`src/rtl/ubasr_ini.sv`:
```
// UBA status register: sticky TMO/NXD error bits, DXF/PIH/PIL fields, a counted
// INI one-shot that resets the fields, and PI request mapping of device BR lines.
module ubasr_ini #(
    parameter int NDEV        = 5,
    parameter int INI_CYCLES  = 50,
    parameter int SYNC_STAGES = 2
) (
    input  logic                  clk,
    input  logic                  rst,
    input  logic [0:35]           busDATAI,
    input  logic [1:NDEV]         devACLO,
    input  logic [1:NDEV][7:4]    devINTR,
    input  logic                  statWRITE,
    input  logic                  setTMO,
    input  logic                  setNXD,
    output logic [0:35]           regUBASR,
    output logic                  ubaINIT,
    output logic [1:7]            piREQ
);

    localparam int CW = $clog2(INI_CYCLES + 1);

    logic            tmo, nxd, dxf, hi, lo;
    logic [2:0]      pih, pil;
    logic [CW-1:0]   iniCnt;
    logic [NDEV-1:0] aclo [SYNC_STAGES];

    logic iniActive, iniWrite, wTmo, wNxd, setT, setN, hiNext, loNext, pwr;
    logic unusedBits;

    assign iniActive = (iniCnt != '0);
    assign iniWrite  = statWRITE & busDATAI[29];
    assign wTmo      = statWRITE & busDATAI[18];
    assign wNxd      = statWRITE & busDATAI[21];
    assign setT      = (setTMO | setNXD) & ~iniActive;
    assign setN      = setNXD & ~iniActive;
    assign pwr       = |aclo[SYNC_STAGES-1];
    assign ubaINIT   = iniActive;
    assign unusedBits = ^{busDATAI[0:17], busDATAI[19:20], busDATAI[22:27]};

    always_comb begin
        hiNext = 1'b0;
        loNext = 1'b0;
        for (int unsigned d = 1; d <= NDEV; d++) begin
            hiNext = hiNext | devINTR[d][7] | devINTR[d][6];
            loNext = loNext | devINTR[d][5] | devINTR[d][4];
        end
    end

    always_ff @(posedge clk) begin
        if (rst) begin
            tmo    <= 1'b0;
            nxd    <= 1'b0;
            dxf    <= 1'b0;
            pih    <= '0;
            pil    <= '0;
            hi     <= 1'b0;
            lo     <= 1'b0;
            iniCnt <= '0;
            for (int unsigned i = 0; i < SYNC_STAGES; i++) aclo[i] <= '0;
        end else begin
            hi      <= hiNext;
            lo      <= loNext;
            aclo[0] <= devACLO;
            for (int unsigned i = 1; i < SYNC_STAGES; i++) aclo[i] <= aclo[i-1];

            if (iniWrite)       iniCnt <= CW'(INI_CYCLES);
            else if (iniActive) iniCnt <= iniCnt - 1'b1;

            // INI clear wins over everything; otherwise a write-1 clear beats a set
            if (iniWrite) begin
                tmo <= 1'b0;
                nxd <= 1'b0;
                dxf <= 1'b0;
                pih <= '0;
                pil <= '0;
            end else begin
                tmo <= (tmo | setT) & ~wTmo;
                nxd <= (nxd | setN) & ~wNxd;
                if (statWRITE) begin
                    dxf <= busDATAI[28];
                    pih <= busDATAI[30:32];
                    pil <= busDATAI[33:35];
                end
            end
        end
    end

    always_comb begin
        regUBASR        = '0;
        regUBASR[18]    = tmo;
        regUBASR[21]    = nxd;
        regUBASR[24]    = hi;
        regUBASR[25]    = lo;
        regUBASR[26]    = pwr;
        regUBASR[28]    = dxf;
        regUBASR[29]    = iniActive;
        regUBASR[30:32] = pih;
        regUBASR[33:35] = pil;
    end

    always_comb begin
        piREQ = '0;
        for (int unsigned lvl = 1; lvl <= 7; lvl++) begin
            if (!iniActive)
                piREQ[lvl] = (hi && (pih == 3'(lvl))) || (lo && (pil == 3'(lvl)));
        end
    end

endmodule

```
`config.mk`:
```
export PLATFORM = sky130hd
export DESIGN_NAME = ubasr_ini
export DESIGN_NICKNAME = d
export VERILOG_FILES = /design/src/rtl/ubasr_ini.sv
export SDC_FILE = /design/constraint.sdc
export NUM_CORES = 1
export LEC_CHECK = 0
export CAP_MARGIN = 10
export CORE_MARGIN = 1
export CORE_UTILIZATION = 33
export CTS_BUF_LIST = sky130_fd_sc_hd__clkbuf_16
export CTS_CLUSTER_DIAMETER = 100
export CTS_CLUSTER_SIZE = 28
export DETAILED_ROUTE_END_ITERATION = 12
export MAX_ROUTING_LAYER = met4
export PLACE_DENSITY = 0.84
export SKIP_CTS_REPAIR_TIMING = 1
export SYNTH_ARGS = -nofsm -noshare
export SYNTH_HDL_FRONTEND = slang
export SYNTH_SLANG_ARGS = --single-unit
```
`constraint.sdc`:
```
create_clock -name clk -period 2.1 [get_ports clk]
set_input_delay 0.42 -clock clk [delete_from_list [all_inputs] [get_ports clk]]
set_output_delay 0.42 -clock clk [all_outputs]
set_load 0.01 [all_outputs]
```
==> results.txt, run 1 <==
----------------------------------------------------
[CTS]
  TritonCTS buffer count ... 3
  Clock-pin slew reported for the worst setup and hold paths after clock tree synthesis ... 0.07 ns
  Insertion delay of the later-clocked pin in the worst-skew pair ... 0.26 ns
  Cell at the root of the clock tree ... clkbuf_16
  Largest buffer count on any clock path ... 2
  Clock H-tree levels ... 1
  CTS Sinks ... 27
  TritonCTS clock tree ... built

[Logic synthesis]
  Yosys top cell area share ... 0.380
  Yosys top cell by area ... dfxtp_1
  Part of the Yosys area used for sequential elements ... 0.380
  Top cells by count, synth ... buf_4, dfxtp_1, nor2b_1
  Number of synthesis warnings ... 0
  Share of async-settable or async-resettable flops after synthesis ... 0
  Count of state elements after synthesis ... 27
  Most used flip-flop cell after synthesis ... dfxtp_1
  Per-instance average area after synthesis ... 9.12 um2
  Cell area after technology mapping ... 0.00142 mm2
  Largest cells by area after synthesis ... dfxtp_1, buf_4, nor2b_1, mux2i_1, nor2_1
  Mapped Cells ... 156
  Count of flip-flops with a built-in enable after synthesis ... 0
  Number of different library cells in the post-synthesis netlist ... 33
  Most common cell in the synthesized netlist ... buf_4

[Timing]
  Tightest hold margin ... 0.434 ns
  Hold violation total from the final report ... 0
  Final critical path time including I/O delays and setup ... 1.87 ns
  Unrepaired setup endpoints after global routing ... no
  Max Transition Viols Final ... 0
  Maximum operating frequency ... 0.535 GHz
  Setup violators final ... 0
  Setup skew after layout ... 0.000871 ns
  Fin crit share ... 0.891

[Critical path]
  Depth of the worst register-to-register path ... 6
  Minimum setup slack among reg-to-reg paths ... 0.70 ns
  Worst Setup End Kind ... output pin
  Worst flop-to-flop path endpoint ... iniCnt[1]$_SDFFE_PP0P_
  Cell chain of the critical path ... inv_1 > ha_1 > nor2b_4 > nand2_4 > nor2_1 > dlymetal6s2s_1
  Slowest cell on the critical path ... dfxtp_1
  Startpoint class of the critical path ... flop
  Data arrival time of the worst path ... 1.45 ns
  Largest fanout of any net on the critical path ... 12
  Crit path required time ... 1.68 ns
  Kind of cell adding the most delay to the critical path ... simple AND/OR/NAND/NOR gates
  Buffers and inverters on the worst path ... 2
  Delay contributed by the slowest stage of the critical path ... 0.31 ns
  Type of the worst setup path ... reg2out
  Reg-to-reg startpoint ... iniCnt[0]$_SDFFE_PP0N_

[Place]
  Placed insts ... 261
  Final Wtd Congestion ... 0.799
  Count of input and output buffers ... 60
  Hpwl dp ... 2.23 mm

[Layout]
  Fill cells ... 377
  Layout overhead on the synthesized area ... 46.3%
  Core Util, Final ... 0.513
  Diodes inserted ... 0
  Multi-input logic area ... 707 um2
  Register area ... 541 um2
  Number of cells in the finished layout apart from fillers ... 265
  Final Net Count ... 284
  Layout cell share with drive strength beyond 1 ... 0.0930

[Routing]
  Wire length after detailed routing ... 2.84 mm
  First-pass iteration count of the detailed router ... 4
  Ratio of routed vias to standard cells ... 4.58
  DRC ... 0
  Drt initial violations ... 70
  Wirelength per Cell ... 10.7 um
  Count of antenna-violating nets left after detailed routing ... 0
  Via total after detailed routing ... 1215

[Floorplan]
  Vertical extent of the die ... 67.7 um
  Area inside the core boundary ... 0.00406 mm2
  Top Ports ... 110
  Starting utilization of the core area ... 0.351
  Die Footprint ... 0.00458 mm2
  Site Rows ... 23
  Width of the die ... 67.7 um

[Power and ir drop]
  Maximum vdd ir drop ... 0.000403 V
  Pwr dens ... 885 mW/mm2
  Leakage power total ... 0.943 nW

[Global route]
  Remaining Overflow, GRT ... 0
  Via count of the first global-routing pass ... 1114
  Pin count of the biggest net entering global routing ... 16
  First-pass GRT wire length ... 4.48 mm
  Antenna violations before repair ... 0
  Total global-route track usage ... 0.133

[Job]
  Max-Cap Viols ... 0

[Hold path]
  Endpoint, Worst Hold ... aclo[0][8]$_SDFF_PP0_
  Hold Crit Class ... reg2reg
  Min-delay src ... aclo[0][3]$_SDFF_PP0_
  Instance count along the most critical hold path ... 1

[Outcome]
  Result of the run ... completed

----------------------------------------------------
worst max-delay path by stage:
| stage | to | slack [ns] | start | cells past startpoint |
|---|---|---|---|---|
| 6_report | piREQ[2] | 0.23 | iniCnt[0]$_SDFFE_PP0N_ | 6 |
| 5_1_grt | piREQ[1] | 0.13 | iniCnt[0]$_SDFFE_PP0N_ | 6 |
| 4_1_cts | piREQ[7] | -0.23 | iniCnt[0]$_SDFFE_PP0N_ | 6 |
| 3_5_place_dp | piREQ[7] | 0.07 | iniCnt[0]$_SDFFE_PP0N_ | 6 |
| 3_3_place_gp | piREQ[4] | 0.06 | iniCnt[0]$_SDFFE_PP0N_ | 6 |
| 2_1_floorplan | piREQ[1] | 0.44 | iniCnt[0]$_SDFFE_PP0N_ | 6 |
report_power, final:
group	total [mW]	switching [mW]	internal (mW)
combinational	0.757	0.355	0.402
clock	0.422	0.166	0.256
sequential	0.663	0.0755	0.588
worst register-to-register path, cell delays in order, from the launching register on:
cell and delay (ns):
dfxtp_1 0.34, inv_1 0.06, ha_1 0.22, nor2b_4 0.14
buf_4 0.15, and4_1 0.18, a311oi_1 0.22
registers in the layout, summed over array words and instances, names as in the netlist:
register	cells
lo	1
dxf	1
nxd	1
pil	3
tmo	1
hi	1
iniCnt	6
aclo	10
pih	3
final cells by class:
| class | count | share of cell area |
|---|---|---|
| Multi-Input combinational cell | 113 | 0.340 |
| Timing Repair Buffer | 67 | 0.325 |
| Sequential cell | 27 | 0.260 |
| Clock buffer | 3 | 0.0361 |
| Tap cell | 50 | 0.0301 |
| Inverter | 4 | 0.00722 |
| Clock inverter | 1 | 0.00241 |
kinds of logic after synthesis:
group,share of synthesized area
AOI/OAI and AO/OA,0.104
xor gates and xnor gates,0.0185
adders and majority gates,0.0176
buffers and inverters,0.188
DFF,0.380
muxes,0.0493
other,0.00264
and+or+nand+nor,0.240
per-layer routing:
metal / routed length [um] / global-route usage / share of wire
met1: 1070 / 0.137 / 0.38
met2: 1530 / 0.249 / 0.54
met3: 227 / 0.0372 / 0.080
met4: 13 / 0.0239 / 0.0046
met5: 0 / - / 0
through the flow:
stage / TNS [ns] / worst slack, ns / instance area, um2 / power [mW]
after floorplan: 0 / 0.437 / 1510 / 1.18
after global placement: 0 / 0.0644 / 1970 / 1.39
after detailed placement: 0 / 0.0707 / 1970 / 1.41
after CTS: -1.75 / -0.225 / 2050 / 1.84
after global routing: 0 / 0.129 / 2080 / 1.96
final: 0 / 0.230 / 2080 / 1.84
cell usage in the layout, fill, tap and decap left out, types with 2 or more instances in the layout:
cell	netlist	routed
nor3b_1	4	4
a31oi_1	5	5
nor2b_1	16	16
a31o_1	2	2
a22oi_1	2	2
clkbuf_16	0	3
nor4_1	4	4
nor3_1	2	2
buf_4	31	7
nor2_1	15	15
ha_1	2	2
a21oi_2	4	4
a21oi_1	2	2
mux2i_1	7	7
dfxtp_1	27	27
dlymetal6s2s_1	0	9
clkdlybuf4s50_1	0	51
nand3_1	7	7
inv_1	4	4
nand4_1	3	3
conb_1	1	23
xnor2_1	3	3
Note: power is estimated with default switching activity, not from simulation.
==> run 2, diff against run 1 <==
--- a/config.mk
+++ b/config.mk
@@ -6,7 +6,7 @@
 export NUM_CORES = 1
 export LEC_CHECK = 0
 export CAP_MARGIN = 10
-export CORE_MARGIN = 1
+export CORE_MARGIN = 2
 export CORE_UTILIZATION = 33
 export CTS_BUF_LIST = sky130_fd_sc_hd__clkbuf_16
 export CTS_CLUSTER_DIAMETER = 100
==> run 2 against run 1 <==
  * Largest power group unchanged
  * Die area increased by 6.0%
  * Cell count unchanged
  * Worst setup slack improved by 0.027 ns
==> results.txt, run 2 (same netlist as run 1, synthesis figures left out) <==
----------------------------------------------------
[Layout]
  Layout overhead on the synthesized area ... 46.3% (unchanged)
  Leading registers by flop count ... aclo x10, iniCnt x6 (unchanged)
  Register area ... 541 um2 (unchanged)
  Layout cell share with drive strength beyond 1 ... 0.0930 (unchanged)
  Fill cells ... 399 (was 377)
  Commonest cells after routing, fill and taps aside ... clkdlybuf4s50_1, dfxtp_1, conb_1, nor2b_1, nor2_1 (unchanged)
  Core Util, Final ... 0.509 (was 0.513)
  Max FFs per register ... 10 (unchanged)
  Register containing the most flip-flops in the final layout ... aclo (unchanged)
  Most common cell after layout, fill and taps aside ... clkdlybuf4s50_1 (unchanged)
  Final Net Count ... 284 (unchanged)
  Multi-input logic area ... 707 um2 (unchanged)
  Diodes inserted ... 0 (unchanged)

[Global route]
  Antenna violations before repair ... 0 (unchanged)
  Total global-route track usage ... 0.116 (was 0.133)
  Pin count of the biggest net entering global routing ... 16 (unchanged)
  Via count of the first global-routing pass ... 1075 (was 1114)
  First-pass GRT wire length ... 4.54 mm (was 4.48 mm)
  Remaining Overflow, GRT ... 0 (unchanged)

[Critical path]
  Type of the worst setup path ... reg2out (unchanged)
  Startpoint class of the critical path ... flop (unchanged)
  Data arrival time of the worst path ... 1.42 ns (was 1.45 ns)
  Worst Setup End Kind ... output pin (unchanged)
  Slowest cell on the critical path ... dfxtp_1 (unchanged)
  Cell chain of the critical path ... inv_1 > ha_1 > nor2b_4 > nand2_4 > nor2_1 > dlymetal6s2s_1 (unchanged)
  Largest fanout of any net on the critical path ... 12 (unchanged)
  Delay contributed by the slowest stage of the critical path ... 0.31 ns (about the same)
  Depth of the worst register-to-register path ... 6 (unchanged)
  Crit path required time ... 1.68 ns (about the same)

[Timing]
  Setup violators final ... 0 (unchanged)
  Tightest hold margin ... 0.434 ns (about the same)
  Worst Tran Pin Value ... 0.523 ns
  Fin crit share ... 0.878 (was 0.891)
  Unrepaired setup endpoints after global routing ... no (unchanged)
  Hold violation total from the final report ... 0 (unchanged)
  Max Transition Viols Final ... 0 (unchanged)
  Setup skew after layout ... 0.00519 ns (was 0.000871 ns)
  Worst slew slack as a fraction of its limit ... 0.652
  Maximum operating frequency ... 0.543 GHz (was 0.535 GHz)
  Final critical path time including I/O delays and setup ... 1.84 ns (was 1.87 ns)

[Floorplan]
  Die Footprint ... 0.00485 mm2 (was 0.00458 mm2)
  Vertical extent of the die ... 69.7 um (was 67.7 um)
  Area inside the core boundary ... 0.00409 mm2 (was 0.00406 mm2)
  Site Rows ... 23 (unchanged)
  Top Ports ... 110 (unchanged)
  Width of the die ... 69.7 um (was 67.7 um)
  Starting utilization of the core area ... 0.348 (was 0.351)

[Place]
  Hpwl dp ... 2.26 mm (was 2.23 mm)
  Final Wtd Congestion ... 0.766 (was 0.799)
  Count of input and output buffers ... 60 (unchanged)

[Routing]
  Drt initial violations ... 20 (was 70)
  Ratio of routed vias to standard cells ... 4.44 (was 4.58)
  Count of antenna-violating nets left after detailed routing ... 0 (unchanged)
  Wire length after detailed routing ... 2.79 mm (was 2.84 mm)
  Via total after detailed routing ... 1177 (was 1215)
  First-pass iteration count of the detailed router ... 3 (was 4)
  DRC ... 0 (unchanged)
  Wirelength per Cell ... 10.5 um (was 10.7 um)

[CTS]
  Largest buffer count on any clock path ... 2 (unchanged)
  Insertion delay of the later-clocked pin in the worst-skew pair ... 0.26 ns (about the same)
  Clock-pin slew reported for the worst setup and hold paths after clock tree synthesis ... 0.07 ns (about the same)
  TritonCTS buffer count ... 3 (unchanged)
  Cell at the root of the clock tree ... clkbuf_16 (unchanged)
  Clock H-tree levels ... 1 (unchanged)
  TritonCTS clock tree ... built (unchanged)
  CTS Sinks ... 27 (unchanged)

[Hold path]
  Hold Crit Class ... reg2reg (unchanged)
  Instance count along the most critical hold path ... 1 (unchanged)

[Power and ir drop]
  Leakage power total ... 0.943 nW (unchanged)
  Total power of the final layout ... 1.83 mW (was 1.84 mW)
  Maximum vdd ir drop ... 0.000517 V (was 0.000403 V)
  Pwr dens ... 881 mW/mm2 (was 885 mW/mm2)

[Job]
  Max-Cap Viols ... 0 (unchanged)

[Outcome]
  Result of the run ... completed (unchanged)

----------------------------------------------------
-- run 2: cell counts in the layout (fill, tap and decap cells not counted) --
Identical to the previous run, type by type.
-- run 2: worst max-delay path: cells and delay by family, from the launching register on --
kind	cells	cell delay [ns]
DFF	1	0.31
adders and majority gates	1	0.17
and+or+nand+nor	3	0.44
buffers and inverters	2	0.23
-- run 2: cell type report --
cell class	instances	area share
repair buffers	67	0.325
flip-flops and latches	27	0.260
inverters	4	0.00722
clock inverters	1	0.00241
clock buffers	3	0.0361
well taps	50	0.0301
multi-input cells	113	0.340
-- run 2: final timing paths --
check	startpoint	end	slack, ns
worst max-delay path	iniCnt[1]$_SDFFE_PP0P_	piREQ[2]	0.26
worst min-delay path	aclo[0][1]$_SDFF_PP0_	aclo[0][6]$_SDFF_PP0_	0.43
worst max register to register	iniCnt[0]$_SDFFE_PP0N_	iniCnt[1]$_SDFFE_PP0P_	0.72
worst min register to register	aclo[0][1]$_SDFF_PP0_	aclo[0][6]$_SDFF_PP0_	0.43
-- run 2: where the power goes --
group	leakage, nW	internal [mW]	total (mW)	switching [mW]
Sequential	0.223	0.588	0.661	0.0736
Clock	0.0409	0.256	0.422	0.165
Combinational	0.679	0.401	0.750	0.350
-- run 2: per-layer routing --
layer | GRT usage | wire, um
met1 | 0.122 | 1130
met2 | 0.216 | 1410
met4 | 0.0256 | 33
met3 | 0.0291 | 215
met5 | - | 0
-- run 2: metrics by stage --
| step | instance area (um2) | instances | setup WS (ns) | setup TNS [ns] |
|---|---|---|---|---|
| after global placement | 1970 | 261 | 0.0841 | 0 |
| after detailed placement | 1970 | 261 | 0.0553 | 0 |
| final | 2080 | 265 | 0.257 | 0 |
| after CTS | 2050 | 265 | -0.243 | -2.01 |
| after global routing | 2080 | 265 | 0.140 | 0 |
| after floorplan | 1510 | 178 | 0.437 | 0 |
==> run 3, diff against run 2 <==
--- a/config.mk
+++ b/config.mk
@@ -14,6 +14,7 @@
 export DETAILED_ROUTE_END_ITERATION = 12
 export MAX_ROUTING_LAYER = met4
 export PLACE_DENSITY = 0.84
+export RECOVER_POWER = 100
 export SKIP_CTS_REPAIR_TIMING = 1
 export SYNTH_ARGS = -nofsm -noshare
 export SYNTH_HDL_FRONTEND = slang
==> run 3 against run 2 <==
  * Hold slack unchanged
  * Via count increased by 0.93%
  * Combinational power shrank 2%
  * Fmax decreased by 3.9%
  * Die area unchanged
  * Wire length unchanged
  * Largest power group unchanged
==> results.txt, run 3 (same netlist as run 1, synthesis figures left out) <==
----------------------------------------------------
[Outcome]
  Result of the run ... completed (unchanged)

[Layout]
  Register area ... 541 um2 (unchanged)
  Layout overhead on the synthesized area ... 44.9% (was 46.3%)
  Commonest cells after routing, fill and taps aside ... clkdlybuf4s50_1, dfxtp_1, conb_1, nor2b_1, nor2_1 (unchanged)
  Diodes inserted ... 0 (unchanged)
  Multi-input logic area ... 694 um2 (was 707 um2)
  Number of cells in the finished layout apart from fillers ... 265 (unchanged)
  Leading registers by flop count ... aclo x10, iniCnt x6 (unchanged)
  Max FFs per register ... 10 (unchanged)
  Fill cells ... 403 (was 399)
  Most common cell after layout, fill and taps aside ... clkdlybuf4s50_1 (unchanged)
  Core Util, Final ... 0.505 (was 0.509)
  Register containing the most flip-flops in the final layout ... aclo (unchanged)
  Post-route cell area ... 0.00206 mm2 (was 0.00208 mm2)
  Final Net Count ... 284 (unchanged)
  Layout cell share with drive strength beyond 1 ... 0.0744 (was 0.0930)

[Timing]
  Setup violators final ... 0 (unchanged)
  Maximum operating frequency ... 0.521 GHz (was 0.543 GHz)
  Hold violation total from the final report ... 0 (unchanged)
  Worst Tran Pin Value ... 0.601 ns (was 0.523 ns)
  Unrepaired setup endpoints after global routing ... no (unchanged)
  Worst slew slack as a fraction of its limit ... 0.600 (was 0.652)
  Fin crit share ... 0.914 (was 0.878)
  Final critical path time including I/O delays and setup ... 1.92 ns (was 1.84 ns)
  Post-Route Setup TNS ... 0 ns (unchanged)
  Setup skew after layout ... 0.00477 ns (was 0.00519 ns)
  Max Transition Viols Final ... 0 (unchanged)

[Critical path]
  Worst flop-to-flop path endpoint ... iniCnt[1]$_SDFFE_PP0P_ (unchanged)
  Type of the worst setup path ... reg2out (unchanged)
  Worst Setup End Kind ... output pin (unchanged)
  Startpoint class of the critical path ... flop (unchanged)
  Crit path required time ... 1.68 ns (about the same)
  Data arrival time of the worst path ... 1.50 ns (was 1.42 ns)
  Depth of the worst register-to-register path ... 6 (unchanged)
  Reg-to-reg startpoint ... iniCnt[0]$_SDFFE_PP0N_ (unchanged)
  Largest fanout of any net on the critical path ... 12 (unchanged)
  Minimum setup slack among reg-to-reg paths ... 0.72 ns (about the same)
  Critical Path Start ... iniCnt[1]$_SDFFE_PP0P_ (unchanged)
  Worst setup path end ... piREQ[7] (was piREQ[2])

[Floorplan]
  Width of the die ... 69.7 um (unchanged)
  Die Footprint ... 0.00485 mm2 (unchanged)
  Top Ports ... 110 (unchanged)
  Vertical extent of the die ... 69.7 um (unchanged)
  Site Rows ... 23 (unchanged)
  Starting utilization of the core area ... 0.348 (unchanged)
  Area inside the core boundary ... 0.00409 mm2 (unchanged)

[Power and ir drop]
  Leakage power total ... 0.963 nW (was 0.943 nW)
  Pwr dens ... 881 mW/mm2 (about the same)
  Maximum vdd ir drop ... 0.000516 V (was 0.000517 V)
  Total power of the final layout ... 1.82 mW (was 1.83 mW)

[Hold path]
  Hold Crit Class ... reg2reg (unchanged)

[CTS]
  CTS Sinks ... 27 (unchanged)
  TritonCTS buffer count ... 3 (unchanged)
  Largest buffer count on any clock path ... 2 (unchanged)
  Clock H-tree levels ... 1 (unchanged)
  TritonCTS clock tree ... built (unchanged)
  Cell at the root of the clock tree ... clkbuf_16 (unchanged)
  Clock-pin slew reported for the worst setup and hold paths after clock tree synthesis ... 0.06 ns (was 0.07 ns)
  Insertion delay of the later-clocked pin in the worst-skew pair ... 0.26 ns (about the same)

[Routing]
  DRC ... 0 (unchanged)
  First-pass iteration count of the detailed router ... 4 (was 3)
  Wirelength per Cell ... 10.5 um (unchanged)
  Via total after detailed routing ... 1188 (was 1177)
  Ratio of routed vias to standard cells ... 4.48 (was 4.44)
  Wire length after detailed routing ... 2.79 mm (unchanged)
  Count of antenna-violating nets left after detailed routing ... 0 (unchanged)
  Drt initial violations ... 19 (was 20)

[Global route]
  Remaining Overflow, GRT ... 0 (unchanged)
  Total global-route track usage ... 0.116 (unchanged)
  Antenna violations before repair ... 0 (unchanged)
  Via count of the first global-routing pass ... 1075 (unchanged)
  Pin count of the biggest net entering global routing ... 16 (unchanged)
  First-pass GRT wire length ... 4.54 mm (unchanged)

[Place]
  Final Wtd Congestion ... 0.766 (unchanged)
  Post-DP Area ... 0.00197 mm2 (unchanged)
  Count of input and output buffers ... 60 (unchanged)
  Hpwl dp ... 2.26 mm (unchanged)
  Placed insts ... 261 (unchanged)

[Job]
  Max-Cap Viols ... 0 (unchanged)

----------------------------------------------------
[run 3: changes by cell type in the layout (fill, tap and decap cells not counted), sizes merged]
cell and delta:
dlymetal6s4s +4, clkdlybuf4s25 +1, dlymetal6s2s -5, dlygate4sd3 +14, buf -1, clkdlybuf4s50 -14
clkbuf +1
[run 3: worst min path at each step]
stage / from / end / slack, ns / cells past startpoint
after CTS: aclo[0][3]$_SDFF_PP0_ / aclo[0][8]$_SDFF_PP0_ / 0.44 / 1
final: aclo[0][1]$_SDFF_PP0_ / aclo[0][6]$_SDFF_PP0_ / 0.43 / 1
after global placement: aclo[0][4]$_SDFF_PP0_ / aclo[0][9]$_SDFF_PP0_ / 0.42 / 1
after global routing: aclo[0][3]$_SDFF_PP0_ / aclo[0][8]$_SDFF_PP0_ / 0.45 / 1
after floorplan: aclo[0][0]$_SDFF_PP0_ / aclo[0][5]$_SDFF_PP0_ / 0.41 / 1
after detailed placement: aclo[0][3]$_SDFF_PP0_ / aclo[0][8]$_SDFF_PP0_ / 0.42 / 1
[run 3: layer usage]
layer | up-vias | GRT usage | share of wire
met5 | - | - | 0
li1 | 601 | - | -
met2 | 56 | 0.216 | 0.51
met1 | 529 | 0.122 | 0.40
met4 | 0 | 0.0256 | 0.012
met3 | 2 | 0.0291 | 0.078
[run 3: layout make-up]
type	instances	share of cell area
inverters	4	0.00728
flip-flops and latches	27	0.262
clock inverters	1	0.00243
multi-input cells	113	0.337
well taps	50	0.0303
clock buffers	3	0.0364
repair buffers	67	0.325
[run 3: critical path, stage by stage (launching register included)]
cell	delay [ns]
dfxtp_1	0.31
inv_1	0.07
ha_1	0.17
nor2b_4	0.19
nand2_4	0.12
a21oi_2	0.12
dlymetal6s4s_1	0.25
[run 3: power breakdown]
group	switching, mW	total [mW]	internal (mW)
clock	0.165	0.421	0.256
combinational	0.345	0.735	0.390
sequential	0.0733	0.661	0.588
total	0.583	1.82	1.23
[run 3: metrics by stage]
step / worst slack, ns / hold WS (ns)
after detailed placement: 0.0553 / 0.422
final: 0.181 / 0.434
after global placement: 0.0841 / 0.417
after floorplan: 0.437 / 0.414
after global routing: 0.0822 / 0.449
after CTS: -0.243 / 0.438
